`src/rtl/mathblock_mac_accum.sv`:
```
// Pipelined multiply-accumulate: per-beat (A*B)+C, framed add/subtract accumulation, one result per frame.
// Build option MATHBLOCK_MAC_SAT_EN: clamp accumulator and result on overflow instead of wrapping.
`timescale 1ns/1ps
module mathblock_mac_accum #(
   parameter int A_WIDTH   = 18,
   parameter int B_WIDTH   = 18,
   parameter int C_WIDTH   = 44,
   parameter int ACC_WIDTH = 44,
   parameter int SIGNED    = 1
) (
   input  logic                 clk,
   input  logic                 rst_n,
   input  logic                 in_valid,
   output logic                 in_ready,
   input  logic [A_WIDTH-1:0]   in_a,
   input  logic [B_WIDTH-1:0]   in_b,
   input  logic [C_WIDTH-1:0]   in_c,
   input  logic                 in_sub,
   input  logic                 in_first,
   input  logic                 in_last,
   output logic                 out_valid,
   input  logic                 out_ready,
   output logic [ACC_WIDTH-1:0] out_p,
   output logic                 out_ovf
);

   localparam int   PW    = A_WIDTH + B_WIDTH;
   localparam int   EW    = ACC_WIDTH + 3;
   localparam logic L_SGN = (SIGNED != 0);

   // True accumulation result does not fit the ACC_WIDTH result range.
   function automatic logic ovf_chk(input logic [EW-1:0] v);
      if (L_SGN) begin
         ovf_chk = !((&v[EW-1:ACC_WIDTH-1]) || !(|v[EW-1:ACC_WIDTH-1]));
      end else begin
         ovf_chk = |v[EW-1:ACC_WIDTH];
      end
   endfunction

`ifdef MATHBLOCK_MAC_SAT_EN
   function automatic logic [ACC_WIDTH-1:0] clamp_val(input logic neg);
      if (L_SGN) begin
         clamp_val = neg ? {1'b1, {(ACC_WIDTH-1){1'b0}}} : {1'b0, {(ACC_WIDTH-1){1'b1}}};
      end else begin
         clamp_val = neg ? {ACC_WIDTH{1'b0}} : {ACC_WIDTH{1'b1}};
      end
   endfunction
`endif

   logic                 w_stall;
   logic                 w_s3_fire;
   logic [PW-1:0]        w_a_x;
   logic [PW-1:0]        w_b_x;
   logic [PW-1:0]        w_prod;
   logic [ACC_WIDTH:0]   w_t;
   logic [EW-1:0]        w_sum;
   logic                 w_beat_ovf;
   logic                 w_frame_ovf;
   logic [ACC_WIDTH-1:0] w_acc_nxt;

   logic                 r_s1_valid, r_s1_sub, r_s1_first, r_s1_last;
   logic [A_WIDTH-1:0]   r_s1_a;
   logic [B_WIDTH-1:0]   r_s1_b;
   logic [C_WIDTH-1:0]   r_s1_c;
   logic                 r_m_valid, r_m_sub, r_m_first, r_m_last;
   logic [PW-1:0]        r_m_prod;
   logic [C_WIDTH-1:0]   r_m_c;
   logic                 r_s2_valid, r_s2_sub, r_s2_first, r_s2_last;
   logic [ACC_WIDTH:0]   r_s2_t;
   logic [ACC_WIDTH-1:0] r_acc;
   logic                 r_frame_ovf;
   logic                 r_out_valid;
   logic [ACC_WIDTH-1:0] r_out_p;
   logic                 r_out_ovf;

   // A result waiting on downstream freezes the whole pipeline.
   assign w_stall   = r_out_valid && !out_ready;
   assign in_ready  = !w_stall;
   assign w_s3_fire = !w_stall && r_s2_valid;
   assign out_valid = r_out_valid;
   assign out_p     = r_out_p;
   assign out_ovf   = r_out_ovf;

   // Operand extension and product at full A+B precision.
   always_comb begin
      w_a_x  = {{B_WIDTH{L_SGN & r_s1_a[A_WIDTH-1]}}, r_s1_a};
      w_b_x  = {{A_WIDTH{L_SGN & r_s1_b[B_WIDTH-1]}}, r_s1_b};
      w_prod = w_a_x * w_b_x;
   end

   // Beat term t = A*B + C at ACC_WIDTH+1 bits.
   always_comb begin
      w_t = {{(ACC_WIDTH+1-PW){L_SGN & r_m_prod[PW-1]}}, r_m_prod}
          + {{(ACC_WIDTH+1-C_WIDTH){L_SGN & r_m_c[C_WIDTH-1]}}, r_m_c};
   end

   // Accumulation with headroom wide enough to see the true result.
   always_comb begin
      w_sum = r_s2_first ? {EW{1'b0}} : {{3{L_SGN & r_acc[ACC_WIDTH-1]}}, r_acc};
      if (r_s2_sub) begin
         w_sum = w_sum - {{2{L_SGN & r_s2_t[ACC_WIDTH]}}, r_s2_t};
      end else begin
         w_sum = w_sum + {{2{L_SGN & r_s2_t[ACC_WIDTH]}}, r_s2_t};
      end
      w_beat_ovf  = ovf_chk(w_sum);
      w_frame_ovf = r_s2_first ? w_beat_ovf : (r_frame_ovf | w_beat_ovf);
`ifdef MATHBLOCK_MAC_SAT_EN
      w_acc_nxt   = w_beat_ovf ? clamp_val(w_sum[EW-1]) : w_sum[ACC_WIDTH-1:0];
`else
      w_acc_nxt   = w_sum[ACC_WIDTH-1:0];
`endif
   end

   // S1: input capture.
   always_ff @(posedge clk or negedge rst_n) begin
      if (!rst_n) begin
         r_s1_valid <= 1'b0;
         r_s1_a     <= {A_WIDTH{1'b0}};
         r_s1_b     <= {B_WIDTH{1'b0}};
         r_s1_c     <= {C_WIDTH{1'b0}};
         r_s1_sub   <= 1'b0;
         r_s1_first <= 1'b0;
         r_s1_last  <= 1'b0;
      end else if (!w_stall) begin
         r_s1_valid <= in_valid;
         r_s1_a     <= in_a;
         r_s1_b     <= in_b;
         r_s1_c     <= in_c;
         r_s1_sub   <= in_sub;
         r_s1_first <= in_first;
         r_s1_last  <= in_last;
      end else begin
         r_s1_valid <= r_s1_valid;
      end
   end

   // Multiplier pipeline register; C and control ride alongside.
   always_ff @(posedge clk or negedge rst_n) begin
      if (!rst_n) begin
         r_m_valid <= 1'b0;
         r_m_prod  <= {PW{1'b0}};
         r_m_c     <= {C_WIDTH{1'b0}};
         r_m_sub   <= 1'b0;
         r_m_first <= 1'b0;
         r_m_last  <= 1'b0;
      end else if (!w_stall) begin
         r_m_valid <= r_s1_valid;
         r_m_prod  <= w_prod;
         r_m_c     <= r_s1_c;
         r_m_sub   <= r_s1_sub;
         r_m_first <= r_s1_first;
         r_m_last  <= r_s1_last;
      end else begin
         r_m_valid <= r_m_valid;
      end
   end

   // S2: beat term register.
   always_ff @(posedge clk or negedge rst_n) begin
      if (!rst_n) begin
         r_s2_valid <= 1'b0;
         r_s2_t     <= {(ACC_WIDTH+1){1'b0}};
         r_s2_sub   <= 1'b0;
         r_s2_first <= 1'b0;
         r_s2_last  <= 1'b0;
      end else if (!w_stall) begin
         r_s2_valid <= r_m_valid;
         r_s2_t     <= w_t;
         r_s2_sub   <= r_m_sub;
         r_s2_first <= r_m_first;
         r_s2_last  <= r_m_last;
      end else begin
         r_s2_valid <= r_s2_valid;
      end
   end

   // S3: accumulator and sticky frame overflow.
   always_ff @(posedge clk or negedge rst_n) begin
      if (!rst_n) begin
         r_acc       <= {ACC_WIDTH{1'b0}};
         r_frame_ovf <= 1'b0;
      end else if (w_s3_fire) begin
         r_acc       <= w_acc_nxt;
         r_frame_ovf <= w_frame_ovf;
      end else begin
         r_acc       <= r_acc;
      end
   end

   // Result register: a completing beat wins over a same-cycle handshake.
   always_ff @(posedge clk or negedge rst_n) begin
      if (!rst_n) begin
         r_out_valid <= 1'b0;
         r_out_p     <= {ACC_WIDTH{1'b0}};
         r_out_ovf   <= 1'b0;
      end else if (w_s3_fire && r_s2_last) begin
         r_out_valid <= 1'b1;
         r_out_p     <= w_acc_nxt;
         r_out_ovf   <= w_frame_ovf;
      end else if (r_out_valid && out_ready) begin
         r_out_valid <= 1'b0;
      end else begin
         r_out_valid <= r_out_valid;
      end
   end

endmodule

```
`config.mk`:
```
export PLATFORM = sky130hd
export DESIGN_NAME = mathblock_mac_accum
export DESIGN_NICKNAME = d
export VERILOG_FILES = /design/src/rtl/mathblock_mac_accum.sv
export SDC_FILE = /design/constraint.sdc
export NUM_CORES = 2
export LEC_CHECK = 0
export BUFFER_PORTS_ARGS = -buffer_cell sky130_fd_sc_hd__buf_2
export CAP_MARGIN = 20
export CORE_UTILIZATION = 40
export DETAILED_ROUTE_END_ITERATION = 6
export GPL_TIMING_DRIVEN = 0
export PLACE_DENSITY = 0.64
export SETUP_SLACK_MARGIN = 0.05
export SLEW_MARGIN = 15
export SYNTH_ARGS = -nofsm -noshare
export SYNTH_HDL_FRONTEND = slang
export SYNTH_SLANG_ARGS = --single-unit
```
`constraint.sdc`:
```
create_clock -name clk -period 6.5 [get_ports clk]
set_clock_uncertainty 0.05 [all_clocks]
set_input_delay 1.3 -clock clk [delete_from_list [all_inputs] [get_ports clk]]
set_output_delay 1.3 -clock clk [all_outputs]
set_load 0.01 [all_outputs]
```
==> impl_metrics.csv <==
group,metric,value,unit
run_status,status,"finished clean",
worst_setup_path,worstPathCellList,"clkbuf_16 > nand2_8 > inv_2 > fa_1 > inv_2 > fa_1 > fa_1 > inv_1 > fa_1 > fa_1 > inv_1 > fa_1 > inv_2 > ha_4 > and3_4 > a221oi_4 > o21ai_1 > a221o_1 > a22oi_2 > a21oi_2 > a41o_1 > o21ai_2 > xor2_1 > a21oi_1",
synth,synth_area_leaders,"dfrtp_1 (26%), fa_1 (22%), nand2_1 (8.8%), ha_1 (7.8%), inv_1 (5.4%)",
worst_setup_path,cp.arrival,6.81,ns
sta,slew_headroom,29.5,%
die,start_util,40.4,%
min_path,hold_end,"r_s1_last",
synth,ys_seq_area_share,26.2,%
synth,synth_mux_area_share,2.90,%
synth,yosysTopAreaCell,"dfrtp_1",
sta,tns,0,ns
worst_setup_path,r2r_setup_slack,0.07,ns
cts,htreeDepth,2,
cells_and_area,nets,4157,
sta,rsz0062_at_grt,"yes",
synth,ys_types,71,
sta,setup_violations,0,
die,die_w,273,um
global_route,grt_antenna_before_repair,1,
worst_setup_path,cpMaxStageDelayCell,"fa_1",
synth,ys.flop_type,"dfrtp_1",
synth,synth_compound_area_share,9.84,%
die,core.rowCount,99,
synth,synth_area,29500,um^2
synth,synth_nets,3934,
cells_and_area,area_growth,14.6,%
drt,drt-total-wl,80500,um
worst_setup_path,slowest_delay,0.60,ns
sta,finalCritPeriodShare,98.9,%
synth,avgSynthCellArea,8.85,um^2
placement,placedCellCount,4427,
die,io_pins,134,
synth,syn_inst,3332,
cts,cts_tree,"built",
cts,cts.clk_slew.worst_paths,0.06,ns
drt,ant_nets,0,
cells_and_area,fin_cells,4541,
cts,cts_made_buffers,38,
synth,synthAdderAreaFrac,30.3,%
drt,routed-via-count,22870,
worst_setup_path,crit_fanout,5,
synth,ys_ff_latch,308,
synth,synth-xor-area-share,4.57,%
drt,drc,0,
synth,synth_top_family_by_area,"adder cells",
worst_setup_path,required,6.88,ns
cells_and_area,drive_gt1_share,13.5,%
worst_setup_path,end_kind,"register",
worst_setup_path,rr_worst_depth,24,
synth,synth_top_area_share,26.2,%
synth,synth-simple-area-share,19.0,%
synth,yosysMostFrequentCell,"nand2_1",
drt,vias_per_cell,5.04,
synth,yosysWarnings,0,
global_route,grt_overflow,0,
sta,tightest_slew,1.06,ns
worst_setup_path,worstReg2RegStart,"r_s1_a[17]",
sta,hold_viol_final,0,
worst_setup_path,critPathKind,"reg -> reg",
drt,drtIter0Drc,1541,
sta,max_freq,156,MHz
worst_setup_path,crit-reg2reg-capture,"r_m_prod[34]",
synth,synth_edf_count,0,
global_route,grt_pass1_wl,128000,um
sta,fin_crit,6.43,ns
global_route,grt_max_degree,105,
placement,globalplace.congestion,0.915,
placement,hpwl,63400,um
cells_and_area,diodes,0,
synth,synthArstFlopShare,100,%
sta,drv_slew,0,
die,chipHeight,273,um
die,core,73000,um^2
cts,clock_sinks,308,
die,dieArea,74800,um^2
worst_setup_path,crit_path_frequent_cell,"fa_1",
cts,clockBufferDepth,3,
cts,clock_latency,0.58,ns
flow_run,max-cap-violations,0,
min_path,min-delay-path-class,"reg -> reg",
worst_setup_path,worstSetupStartpointType,"register",
placement,port_buffers,133,
min_path,whs_path_depth,2,
cts,clockRootBuffer,"clkbuf_16",
synth,synth_common_cells,"nand2_1 (691), inv_1 (421), fa_1 (331)",
drt,wl_per_cell,17.7,um
global_route,grt_pass1_vias,23490,
global_route,track_usage,21.9,%
drt,firstDrtPassIters,5,
min_path,hp-start,"r_s1_last",
[critical path, delay by kind of cell (launching register included)]
| kind | cells | cell delay (ns) |
|---|---|---|
| adder cells (fa/ha/maj) | 7 | 3.25 |
| AO/OA/AOI/OAI | 8 | 1.67 |
| flip-flops | 1 | 0.46 |
| buffers and inverters | 6 | 0.44 |
| AND/OR/NAND/NOR | 2 | 0.25 |
| XOR/XNOR | 1 | 0.17 |
[how the worst max path moves through the flow]
stage / start / endpoint
3_3_place_gp: rst_n / r_m_c[35]
6_report: r_s1_a[17] / r_m_prod[34]
2_1_floorplan: r_s1_b[12] / r_m_prod[34]
3_5_place_dp: r_s1_a[17] / r_m_prod[34]
4_1_cts: r_s1_b[6] / r_m_prod[28]
5_1_grt: r_s1_a[5] / r_m_prod[34]
[metrics by stage]
step / worst slack, ns / hold WS, ns / util (%) / cell area (um^2)
finish: 0.0695 / 0.414 / 46.3 / 33800
global route: -0.0872 / 0.441 / 46.3 / 33800
floorplan: 0.0551 / 0.389 / - / 29500
CTS: 0.0683 / 0.414 / 45.6 / 33300
detailed placement: -1.34 / 0.406 / 43.1 / 31400
global placement: -1.91 / 0.402 / 43.0 / 31300
[placed cells by master (no fill, tap or decap), types with 18 or more instances in the layout]
master and n:
nand2_1 689, buf_4 65, nor3_1 47, mux2_2 74, nand2b_1 18, o21ai_0 101, a31oi_1 19, nand3_1 32
inv_1 409, dfrtp_1 273, a21o_1 50, a21oi_1 159, xnor2_1 96, dfrtp_2 35, fa_1 320, clkbuf_16 39
nand4_1 20, clkbuf_1 87, xor2_1 54, and2_1 162, buf_2 135, nor2_1 158, o21a_1 24, ha_1 175
nor2b_1 55
[sequential cells by signal, summed over array words and instances, names as in the netlist, 18 cells and up]
signal and cells:
out_p 44, r_acc 44, r_m_c 44, r_m_prod 36
r_s1_a 18, r_s1_b 18, r_s1_c 44, r_s2_t 45
[cell families (layout without fill, tap and decap cells)]
group,count (synthesis),count (layout)
AND/OR/NAND/NOR,1247,1247
AO/OA/AOI/OAI,467,467
XOR/XNOR,153,153
adder cells (fa/ha/maj),515,515
buffers and inverters,566,816
flip-flops,308,308
multiplexers,76,76
[area by class of cell]
type,count,area (um^2)
fillers,7055,39200
multi-input cells,2458,19900
flip-flops and latches,308,7750
inverters,421,1590
repair buffers,206,1330
well taps,959,1200
clock buffers,53,1090
plain buffers,122,709
clock inverters,14,213
[repair_timing]
action / 4_1_cts / 5_1_grt
endpoints found under the setup margin: 19 / 12
gates cloned: 0 / 1
setup buffers: 37 / 32
hold buffers: 0 / 0
pin swaps: 14 / 33
gates resized for setup: 131 / 88
[metal layers]
metal	GRT usage, %	wire (um)	up-vias
met3	4.17	5200	150
li1	-	-	11064
met2	36.7	37500	588
met1	28.0	34700	11068
met4	8.37	3120	0
met5	0	0	-
Power is left out: the tool's default activity adds up to more than one toggle a clock period on the data nets, which glitch-free logic cannot reach.
